$ cat config.mk
export PLATFORM = sky130hd
export DESIGN_NAME = cpu_axi_sched
export DESIGN_NICKNAME = d
export VERILOG_FILES = /design/src/rtl/cpu_axi_sched.sv
export SDC_FILE = /design/constraint.sdc
export NUM_CORES = 1
export LEC_CHECK = 0
export CORE_AREA = 2 2 130 132
export DETAILED_ROUTE_END_ITERATION = 12
export DIE_AREA = 0 0 132 134
export PLACE_DENSITY = 0.77
export SYNTH_ARGS = -nofsm -noshare
export SYNTH_HDL_FRONTEND = slang
export SYNTH_SLANG_ARGS = --single-unit
$ cat constraint.sdc
create_clock -name clk -period 2.3 [get_ports clk]
set_clock_uncertainty 0.15 [all_clocks]
set_input_delay 0.575 -clock clk [delete_from_list [all_inputs] [get_ports clk]]
set_output_delay 0.575 -clock clk [all_outputs]
set_load 0.05 [all_outputs]
$ cat src/rtl/cpu_axi_sched.sv
// Single-outstanding scheduler sharing one AXI master between the CPU inst and data
// sram-like ports: data has priority, one AR/R or AW/W/B sequence in flight at a time.
module cpu_axi_sched #(
  parameter logic [3:0] INST_ID = 4'd0,
  parameter logic [3:0] DATA_ID = 4'd1
) (
  input  logic        clk,
  input  logic        resetn,
  input  logic        inst_req,
  input  logic        inst_wr,
  input  logic [1:0]  inst_size,
  input  logic [31:0] inst_addr,
  output logic [31:0] inst_rdata,
  output logic        inst_addr_ok,
  output logic        inst_data_ok,
  input  logic        data_req,
  input  logic        data_wr,
  input  logic [1:0]  data_size,
  input  logic [31:0] data_addr,
  input  logic [31:0] data_wdata,
  output logic [31:0] data_rdata,
  output logic        data_addr_ok,
  output logic        data_data_ok,
  output logic [3:0]  arid,
  output logic [31:0] araddr,
  output logic [2:0]  arsize,
  output logic        arvalid,
  input  logic        arready,
  input  logic [3:0]  rid,
  input  logic [31:0] rdata,
  input  logic        rvalid,
  output logic        rready,
  output logic [31:0] awaddr,
  output logic [2:0]  awsize,
  output logic        awvalid,
  input  logic        awready,
  output logic [31:0] wdata,
  output logic [3:0]  wstrb,
  output logic        wvalid,
  input  logic        wready,
  input  logic        bvalid,
  output logic        bready
);

  typedef enum logic [2:0] {IDLE, RD_ADDR, RD_DATA, WR_ADDR, WR_RESP} state_t;

  state_t      state, state_nxt;
  logic        own_data;
  logic [1:0]  lat_size;
  logic [31:0] lat_addr;
  logic [31:0] lat_wdata;
  logic        aw_done, w_done;
  logic        grant_data, grant_inst;
  logic        rid_unused;

  function automatic logic [3:0] wr_strobe(input logic [1:0] size, input logic [1:0] off);
    logic [3:0] s;
    case (size)
      2'd0:    s = 4'b0001 << off;
      2'd1:    s = 4'b0011 << {off[1], 1'b0};
      default: s = 4'hF;
    endcase
    return s;
  endfunction

  function automatic logic [31:0] lane_data(input logic [1:0] size, input logic [31:0] d);
    logic [31:0] r;
    case (size)
      2'd0:    r = {4{d[7:0]}};
      2'd1:    r = {2{d[15:0]}};
      default: r = d;
    endcase
    return r;
  endfunction

  // Routing follows the latched owner, so the returned ID is deliberately ignored.
  assign rid_unused = ^rid;

  always_comb begin
    state_nxt  = state;
    grant_data = 1'b0;
    grant_inst = 1'b0;
    case (state)
      IDLE: begin
        if (data_req) begin
          grant_data = 1'b1;
          state_nxt  = data_wr ? WR_ADDR : RD_ADDR;
        end else if (inst_req && !inst_wr) begin
          grant_inst = 1'b1;
          state_nxt  = RD_ADDR;
        end
      end
      RD_ADDR: if (arready) state_nxt = RD_DATA;
      RD_DATA: if (rvalid) state_nxt = IDLE;
      WR_ADDR: if (aw_done && w_done) state_nxt = WR_RESP;
      WR_RESP: if (bvalid) state_nxt = IDLE;
      default: state_nxt = IDLE;
    endcase
  end

  always_ff @(posedge clk) begin
    if (!resetn) begin
      state     <= IDLE;
      own_data  <= 1'b0;
      lat_size  <= 2'd0;
      lat_addr  <= 32'd0;
      lat_wdata <= 32'd0;
      aw_done   <= 1'b0;
      w_done    <= 1'b0;
    end else begin
      state <= state_nxt;
      if (grant_data || grant_inst) begin
        own_data  <= grant_data;
        lat_size  <= grant_data ? data_size : inst_size;
        lat_addr  <= grant_data ? data_addr : inst_addr;
        lat_wdata <= grant_data ? data_wdata : 32'd0;
        aw_done   <= 1'b0;
        w_done    <= 1'b0;
      end
      if (state == WR_ADDR) begin
        if (awready) aw_done <= 1'b1;
        if (wready)  w_done  <= 1'b1;
      end
    end
  end

  // Every handshake output is forced low while reset is held.
  assign data_addr_ok = resetn && grant_data;
  assign inst_addr_ok = resetn && grant_inst;
  assign arvalid      = resetn && (state == RD_ADDR);
  assign rready       = resetn && (state == RD_DATA);
  assign awvalid      = resetn && (state == WR_ADDR) && !aw_done;
  assign wvalid       = resetn && (state == WR_ADDR) && !w_done;
  assign bready       = resetn && (state == WR_RESP);

  assign inst_data_ok = resetn && (state == RD_DATA) && rvalid && !own_data;
  assign data_data_ok = resetn && (((state == RD_DATA) && rvalid && own_data) ||
                                   ((state == WR_RESP) && bvalid));

  assign inst_rdata = rdata;
  assign data_rdata = rdata;

  assign arid   = own_data ? DATA_ID : INST_ID;
  assign araddr = lat_addr;
  assign arsize = {1'b0, lat_size};
  assign awaddr = lat_addr;
  assign awsize = {1'b0, lat_size};
  assign wstrb  = wr_strobe(lat_size, lat_addr[1:0]);
  assign wdata  = lane_data(lat_size, lat_wdata);

endmodule

# Word-level counts from Yosys, hierarchy flattened

Cells that the tools add are included.

Bits in registers: 72
Latch bits: 0
Bits in writable memories: 0
Bits in read-only memories: 0
Logic and storage cells: 69
Memories: 0

Add/subtract/negate cells: 0
Multiply operators: 0
Divide/modulo/power cells: 0
Order comparisons: 0
Eq/ne operators: 10
Shifts and indexed selects: 2
Muxes and demuxes: 25
Bitwise logic cells: 0
Reductions and logical operators: 25

Operator list:

| operator                                             | number |
|---|---|
| 2-to-1 mux 32 bit                                    | 2 |
| case mux 32 bit (2 select lines)                     | 1 |
| 2-to-1 mux 3 bit                                     | 6 |
| logical AND 1 bit                                    | 16 |
| case mux 3 bit (5 select lines)                      | 1 |
| 2-to-1 mux 1 bit                                     | 12 |
| inequality test 2 bit (second input constant)        | 4 |
| case mux 4 bit (2 select lines)                      | 1 |
| equality test 3 x 2 -> 1 bit (second input constant) | 2 |
| AND reduction 5 bit                                  | 1 |
| zero test 1 bit                                      | 4 |
| 2-to-1 mux 2 bit                                     | 2 |
| << shifter 1 x 2 -> 4 bit (first input constant)     | 1 |
| << shifter 2 x 2 -> 4 bit (first input constant)     | 1 |
| equality test 3 x 1 -> 1 bit (second input constant) | 1 |
| equality test 3 bit (second input constant)          | 1 |
| zero test 3 bit                                      | 1 |
| inequality test 3 bit (second input constant)        | 1 |
| equality test 2 x 1 -> 1 bit (second input constant) | 1 |
| zero test 2 bit                                      | 1 |
| logical OR 1 bit                                     | 2 |

# Longest topological paths before layout

Gate-level depths: netlist of the first run.

Word-level depth: 9
Depth in mapped cells: 8

# Worst setup path after synthesis of the first run

OpenSTA, ideal clock, no wires.

Path type: input-to-output
Start: in resetn
End: out inst_data_ok
Arrival: 2.475 ns
Slack: -0.900 ns
Stages on the path: 3
Path buffers: 0
Path through: nand2b_1 > nor3b_1 > and3b_1

Cells in the longest elaborated chain, start to end: 3

RTL lines:

| item                            | line | source |
|---|---|---|
| start: declaration              | 8    | `input logic resetn,` |
| logical AND 1 bit               | n/a  |  |
| named net rready                | 32   | `output logic rready,` |
| logical AND 1 bit (2 in series) | 136  | `assign inst_data_ok = resetn && (state == RD_DATA) && rvalid && !own_data;` |
| end: declaration                | 15   | `output logic inst_data_ok,` |

The timed path passes the listed nets, and every way through them passes these cells.

# Final worst setup path of the first run

Start: reg lat_addr[31] (netlist: araddr[31])
End: out awaddr[31]

RTL lines:

| item                     | line | source |
|---|---|---|
| start: declaration       | 50   | `logic [31:0] lat_addr;` |
| start signal: assignment | 115  | `lat_addr <= grant_data ? data_addr : inst_addr;` |
| end: declaration         | 33   | `output logic [31:0] awaddr,` |

No word-level cell between the ends.

==> results of run 1 <==
[logic make-up (layout without fill, tap and decap cells)]
logic type | after synthesis | count (layout) | synth area share (%)
buffers and inverters | 146 | 263 | 24.5
and+or+nand+nor | 74 | 74 | 10.6
DFF | 72 | 72 | 33.7
other | 1 | 5 | 0.0876
AOI/OAI and AO/OA | 121 | 121 | 16.6
muxes | 60 | 60 | 14.5
[cell type report]
| class | instances | area (sq um) |
|---|---|---|
| Inverter | 1 | 3.75 |
| Clock inverter | 4 | 22.5 |
| Sequential cell | 72 | 1450 |
| Multi-Input combinational cell | 260 | 2010 |
| Timing Repair Buffer | 247 | 2810 |
| Tap cell | 220 | 275 |
| Clock buffer | 11 | 233 |
| Fill cell | 1564 | 9490 |
[synthesized netlist by cell type, drive strengths merged (2+ instances only)]
master	count
buf	125
dfxtp	72
mux2i	44
o21ai	43
a21oi	38
nor2b	36
a22oi	32
clkbuf	20
mux2	16
nand2	13
nor2	4
nor3b	4
a21o	2
a32o	2
and2	2
and3	2
nand2b	2
nand3	2
nor3	2
o21bai	2
or3b	2
[flip-flops by register name, indices dropped and copies added, names as in the netlist]
signal,flops
lat_wdata,32
state,3
own_data,1
w_done,1
araddr,32
aw_done,1
lat_size,2
[worst register-to-register path, cell delays in order, from the launching register on]
cell	delay [ns]
dfxtp_4	0.38
nor3_4	0.27
buf_4	0.16
and2_4	0.23
buf_12	0.21
mux2i_1	0.25
a21oi_1	0.08
[power by group]
part / internal, mW / switching [mW] / total [mW] / leakage, nW
sequential: 1.44 / 0.192 / 1.63 / 0.596
clock: 0.718 / 0.533 / 1.25 / 0.125
combinational: 1.42 / 2.06 / 3.48 / 2.01
[repair_timing]
item                       4_1_cts  5_1_grt
pin swaps                        2        3
buffers inserted                 4        0
setup endpoints to repair       16       22
gates resized for setup         14       20
hold buffers                     0        0
[per-layer routing]
| metal | global-route usage [%] | up-vias | share of wire (%) |
|---|---|---|---|
| met3 | 4.38 | 34 | 6.8 |
| met2 | 24.5 | 137 | 48 |
| met5 | 0 | - | 0 |
| li1 | - | 1764 | - |
| met1 | 17.6 | 1715 | 42 |
| met4 | 6.22 | 0 | 2.7 |
[per-stage QoR]
stage / cell area (sq um) / total power, mW / instances / hold slack, ns
finish: 6800 / 6.36 / 815 / 0.368
global route: 6800 / 6.63 / 815 / 0.395
CTS: 6740 / 6.41 / 815 / 0.371
detailed placement: 6440 / 5.10 / 796 / 0.353
global placement: 6440 / 5.08 / 796 / 0.345
floorplan: 4450 / 4.19 / 478 / 0.332
[how the worst min path moves through the flow]
stage                                     startpoint                          to
after floorplan           lat_wdata[16]$_SDFFE_PN0P_  lat_wdata[16]$_SDFFE_PN0P_
after global placement    lat_wdata[16]$_SDFFE_PN0P_  lat_wdata[16]$_SDFFE_PN0P_
after detailed placement  lat_wdata[21]$_SDFFE_PN0P_  lat_wdata[21]$_SDFFE_PN0P_
after CTS                 lat_wdata[21]$_SDFFE_PN0P_  lat_wdata[21]$_SDFFE_PN0P_
after global routing      lat_wdata[31]$_SDFFE_PN0P_  lat_wdata[31]$_SDFFE_PN0P_
final                     lat_wdata[21]$_SDFFE_PN0P_  lat_wdata[21]$_SDFFE_PN0P_
==> flow_metrics.tcl, run 1 <==
set metrics [dict create \
    cts_tree "yes" \
    core_area_sq_mm 0.0163 \
    dr_total_vias 3650 \
    crit_start "araddr[31]$_SDFFE_PN0P_" \
    worstPathCellList "clkdlybuf4s50_1" \
    status "finished clean" \
    synthFlopType "dfxtp_1" \
    hold_viol 0 \
    rsz0062_at_grt "no" \
    grt_overflow 0 \
    grt_pass1_vias 3568 \
    gr-usage-all-layers_pct 14.7 \
    synth_cell_types 35 \
    insertedDiodeCount 0 \
    fp.dieW_um 132 \
    p_leak_nw 2.73 \
    dr.pass1.iters 4 \
    setup_ws_ns 0.0353 \
    avgSynthCellArea_sq_um 9.03 \
    cts_sinks 72 \
    die_area_sq_mm 0.0177 \
    drv_slew 0 \
    final_common_cell "clkdlybuf4s50_1" \
    endpoint "awaddr[31]" \
    place_ws_ns -0.148 \
    cp_num_buf_inv 1 \
    synth.area.top_cells "dfxtp_1 (34%), buf_4 (20%), mux2i_1 (10%), a22oi_1 (5.6%), nor2b_1 (5.3%)" \
    endpoint_kind "primary output" \
    synth_top_area_share_pct 33.7 \
    grt_max_degree 68 \
    viasPerCell 4.48 \
    syn2layout_area_growth_pct 58.9 \
    insertion_delay_ns 0.33 \
    slowest_delay_ns 0.82 \
    start_kind "flop" \
    finalCritPeriodShare_pct 98.5 \
    timing.final.crit_period_ns 2.26 \
    layout-drive-gt1-share_pct 24.4 \
    reg2reg_to "araddr[13]$_SDFFE_PN0P_" \
    drc 0 \
    die_h_um 134 \
    synth_area_leader_cell "dfxtp_1" \
    reg2reg_depth 6 \
    antenna_found_initial 0 \
    most-common-layout-cells "clkdlybuf4s50_1 (152), dfxtp_1 (68), mux2i_1 (41), buf_12 (41), a21oi_1 (37)" \
    cts_root_buf "clkbuf_16" \
    netlist_area_sq_mm 0.00428 \
    start_util_pct 26.3 \
    cp.depth 1 \
    max_freq_mhz 442 \
    r2r_slack_ns 0.44 \
    critical_path_class "flop to primary output" \
    tns_ns 0 \
    io_buffers 224 \
    syn_inst 474 \
    critPathTopFamily "buffers and inverters" \
    grt_pass1_wl_mm 20.1 \
    worstPathRequired_ns 1.57 \
    ioPinCount 330 \
    post-route-util_pct 41.8 \
    nNetsFinal 738 \
    ys_ff_latch 72 \
    fp-row-count 47 \
    power_density_mw_per_mm2 936 \
    worst_path_max_delay_cell "clkdlybuf4s50_1" \
    yosysWarnings 0 \
    max-cap-violations 0 \
    peakVddDrop_mv 0.491 \
    tightest_slew_ns 0.516 \
    r2r-start "state[1]$_SDFFE_PN0P_" \
    cts_buffer_depth 2 \
    drt_iter0_drc 118 \
    wl_mm 13.4 \
    path_clk_slew_ns 0.06 \
    post_drt_wl_per_cell_um 16.5 \
    gp_congestion 0.774 \
    setup_viol 0 \
    async_flop_share_pct 0 \
    path_max_fanout 3 \
    cp.arrival_ns 1.54 \
    cts_buffers 9 \
    maxSlewHeadroom_pct 65.5 \
    min_path_cells 2 \
    post-dp-hpwl_mm 9.90 \
    worst_hold_path_type "flop to flop" \
    ant_nets 0 \
    ys_seq_area_share_pct 33.7 \
    htree_levels 3 \
    synth-edff-count 0 \
]
Power figures use the tool's default switching activity.
==> run 2: changes to the inputs <==
--- a/config.mk
+++ b/config.mk
@@ -5,6 +5,7 @@
 export SDC_FILE = /design/constraint.sdc
 export NUM_CORES = 1
 export LEC_CHECK = 0
+export CAP_MARGIN = 10
 export CORE_AREA = 2 2 130 132
 export DETAILED_ROUTE_END_ITERATION = 12
 export DIE_AREA = 0 0 132 134
==> results of run 2 <==
Final layout, timing and power as in run 1 (identical DEF).
==> run 3: changes to the inputs <==
--- a/config.mk
+++ b/config.mk
@@ -9,7 +9,9 @@
 export CORE_AREA = 2 2 130 132
 export DETAILED_ROUTE_END_ITERATION = 12
 export DIE_AREA = 0 0 132 134
+export MAX_ROUTING_LAYER = met4
 export PLACE_DENSITY = 0.77
 export SYNTH_ARGS = -nofsm -noshare
 export SYNTH_HDL_FRONTEND = slang
 export SYNTH_SLANG_ARGS = --single-unit
+export TNS_END_PERCENT = 100
==> run 3 against run 2 <==
Clock-buffer cell count unchanged; clock power about the same; flip-flop and latch count unchanged; wire length up 0.60%; worst setup slack better by 0.00055 ns; critical endpoint is now araddr[31]; non-clock buffer count unchanged; global-route usage up 0.45 points; highest routed layer unchanged; first-iteration DRC count up 17%; core utilization about the same; combinational power about the same.
==> flow_metrics.tcl, run 3 (synthesis results as in run 1) <==
set metrics [dict create \
    fp-row-count 47 \
    drc 0 \
    p_leak_nw 2.75 \
    path_clk_slew_ns 0.06 \
    cp.arrival_ns 1.54 \
    timing.final.crit_period_ns 2.26 \
    start_util_pct 26.3 \
    dr.pass1.iters 4 \
    core_area_sq_mm 0.0163 \
    totalPowerFinal_mw 6.37 \
    layout-drive-gt1-share_pct 24.4 \
    critical_path_class "flop to primary output" \
    viasPerCell 4.51 \
    peakVddDrop_mv 0.491 \
    grt_pass1_wl_mm 20.1 \
    dr_wl_met3_um 826 \
    ioPinCount 330 \
    wl_met2_mm 6.52 \
    grt_overflow 0 \
    setup_viol 0 \
    htree_levels 3 \
    place_area_sq_mm 0.00644 \
    combPwrFrac_pct 54.7 \
    grt_pass1_vias 3568 \
    gp_congestion 0.785 \
    max-cap-violations 0 \
    start_kind "flop" \
    drt_iter0_drc 138 \
    worst_hold_path_type "flop to flop" \
    post_drt_wl_per_cell_um 16.6 \
    worstPathCellList "clkdlybuf4s50_1" \
    post-dp-hpwl_mm 9.90 \
    max_freq_mhz 442 \
    dr_total_vias 3679 \
    critPathTopFamily "buffers and inverters" \
    nNetsFinal 738 \
    p_clk_share_pct 19.7 \
    power.switching_mw 2.79 \
    most-common-layout-cells "clkdlybuf4s50_1 (151), dfxtp_1 (68), mux2i_1 (41), buf_12 (41), a21oi_1 (37)" \
    maxSlewHeadroom_pct 65.4 \
    path_max_fanout 3 \
    insertion_delay_ns 0.33 \
    syn2layout_area_growth_pct 59.0 \
    wl_mm 13.5 \
    fillers 1565 \
    cts_buffers 9 \
    gr-usage-all-layers_pct 15.1 \
    hold_viol 0 \
    ant_nets 0 \
    seqPwrFrac_pct 25.7 \
    power.internal_mw 3.58 \
    drv_slew 0 \
    final_common_cell "clkdlybuf4s50_1" \
    antenna_found_initial 0 \
    highest_layer "met4" \
    min_from "lat_wdata[21]$_SDFFE_PN0P_" \
    insertedDiodeCount 0 \
    cts_tree "yes" \
    finalCritPeriodShare_pct 98.4 \
    fp.dieW_um 132 \
    wl_met1_mm 5.80 \
    grt_max_degree 68 \
    io_buffers 224 \
    swShare_pct 43.7 \
    slowest_delay_ns 0.82 \
    tightest_slew_ns 0.517 \
    r2r-start "state[2]$_SDFFE_PN0P_" \
    cts_buffer_depth 2 \
    die_area_sq_mm 0.0177 \
    cts_root_buf "clkbuf_16" \
    die_h_um 134 \
    status "finished clean" \
    power_density_mw_per_mm2 935 \
    worst_path_max_delay_cell "clkdlybuf4s50_1" \
    crit_start "araddr[31]$_SDFFE_PN0P_" \
    design_area_sq_mm 0.00681 \
    cts_sinks 72 \
    cp_num_buf_inv 1 \
    endpoint_kind "primary output" \
    worstPathRequired_ns 1.57 \
]
[run 3: cell count changes in the layout (fill, tap and decap cells not counted)]
cell,before,now
buf_4,36,35
buf_6,1,2
clkdlybuf4s50_1,152,151
dlymetal6s2s_1,10,11
[run 3: through the flow]
step	std cells	util (%)	worst slack (ns)	setup TNS [ns]	hold slack (ns)
5_1_grt	815	41.8	-0.000604	-0.000604	0.395
6_report	815	41.8	0.0358	0	0.369
3_5_place_dp	796	39.5	-0.148	-1.70	0.353
3_3_place_gp	796	39.5	-0.163	-0.843	0.345
2_1_floorplan	478	-	-0.196	-0.226	0.332
4_1_cts	815	41.4	-0.00281	-0.00281	0.371
[run 3: layout make-up]
class                           instances  area [sq um]  area share (%)
Tap cell                              220           275            4.04
Timing Repair Buffer                  247          2820            41.4
Sequential cell                        72          1450            21.3
Inverter                                1          3.75          0.0551
Clock inverter                          4          22.5           0.331
Clock buffer                           11           233            3.42
Multi-Input combinational cell        260          2010            29.5
[run 3: worst paths after layout]
kind	slack, ns	cells after the start	to
worst min register to register	0.37	2	lat_wdata[21]$_SDFFE_PN0P_
worst min-delay path	0.37	2	lat_wdata[21]$_SDFFE_PN0P_
worst max register to register	0.41	6	araddr[14]$_SDFFE_PN0P_
worst max-delay path	0.04	1	araddr[31]
[run 3: layer usage]
metal  up-vias  GRT usage (%)
met5         -              -
met2       135           24.5
met1      1744           17.9
met3        35           4.01
met4         0           6.22
li1       1765              -
[run 3: power by group through the flow]
stage          sequential (mW)  clock (mW)  combinational (mW)
5_1_grt                   1.66        1.34                3.63
2_1_floorplan             1.99           0                2.20
3_3_place_gp              1.65           0                3.44
6_report                  1.63        1.25                3.48
4_1_cts                   1.63        1.29                3.49
3_5_place_dp              1.65           0                3.46
[run 3: what timing repair did]
item                                    CTS  global route
pin swaps                                 2             2
hold buffers                              0             0
resized for setup                        14            22
buffers inserted                          4             0
endpoints found under the setup margin   16            24
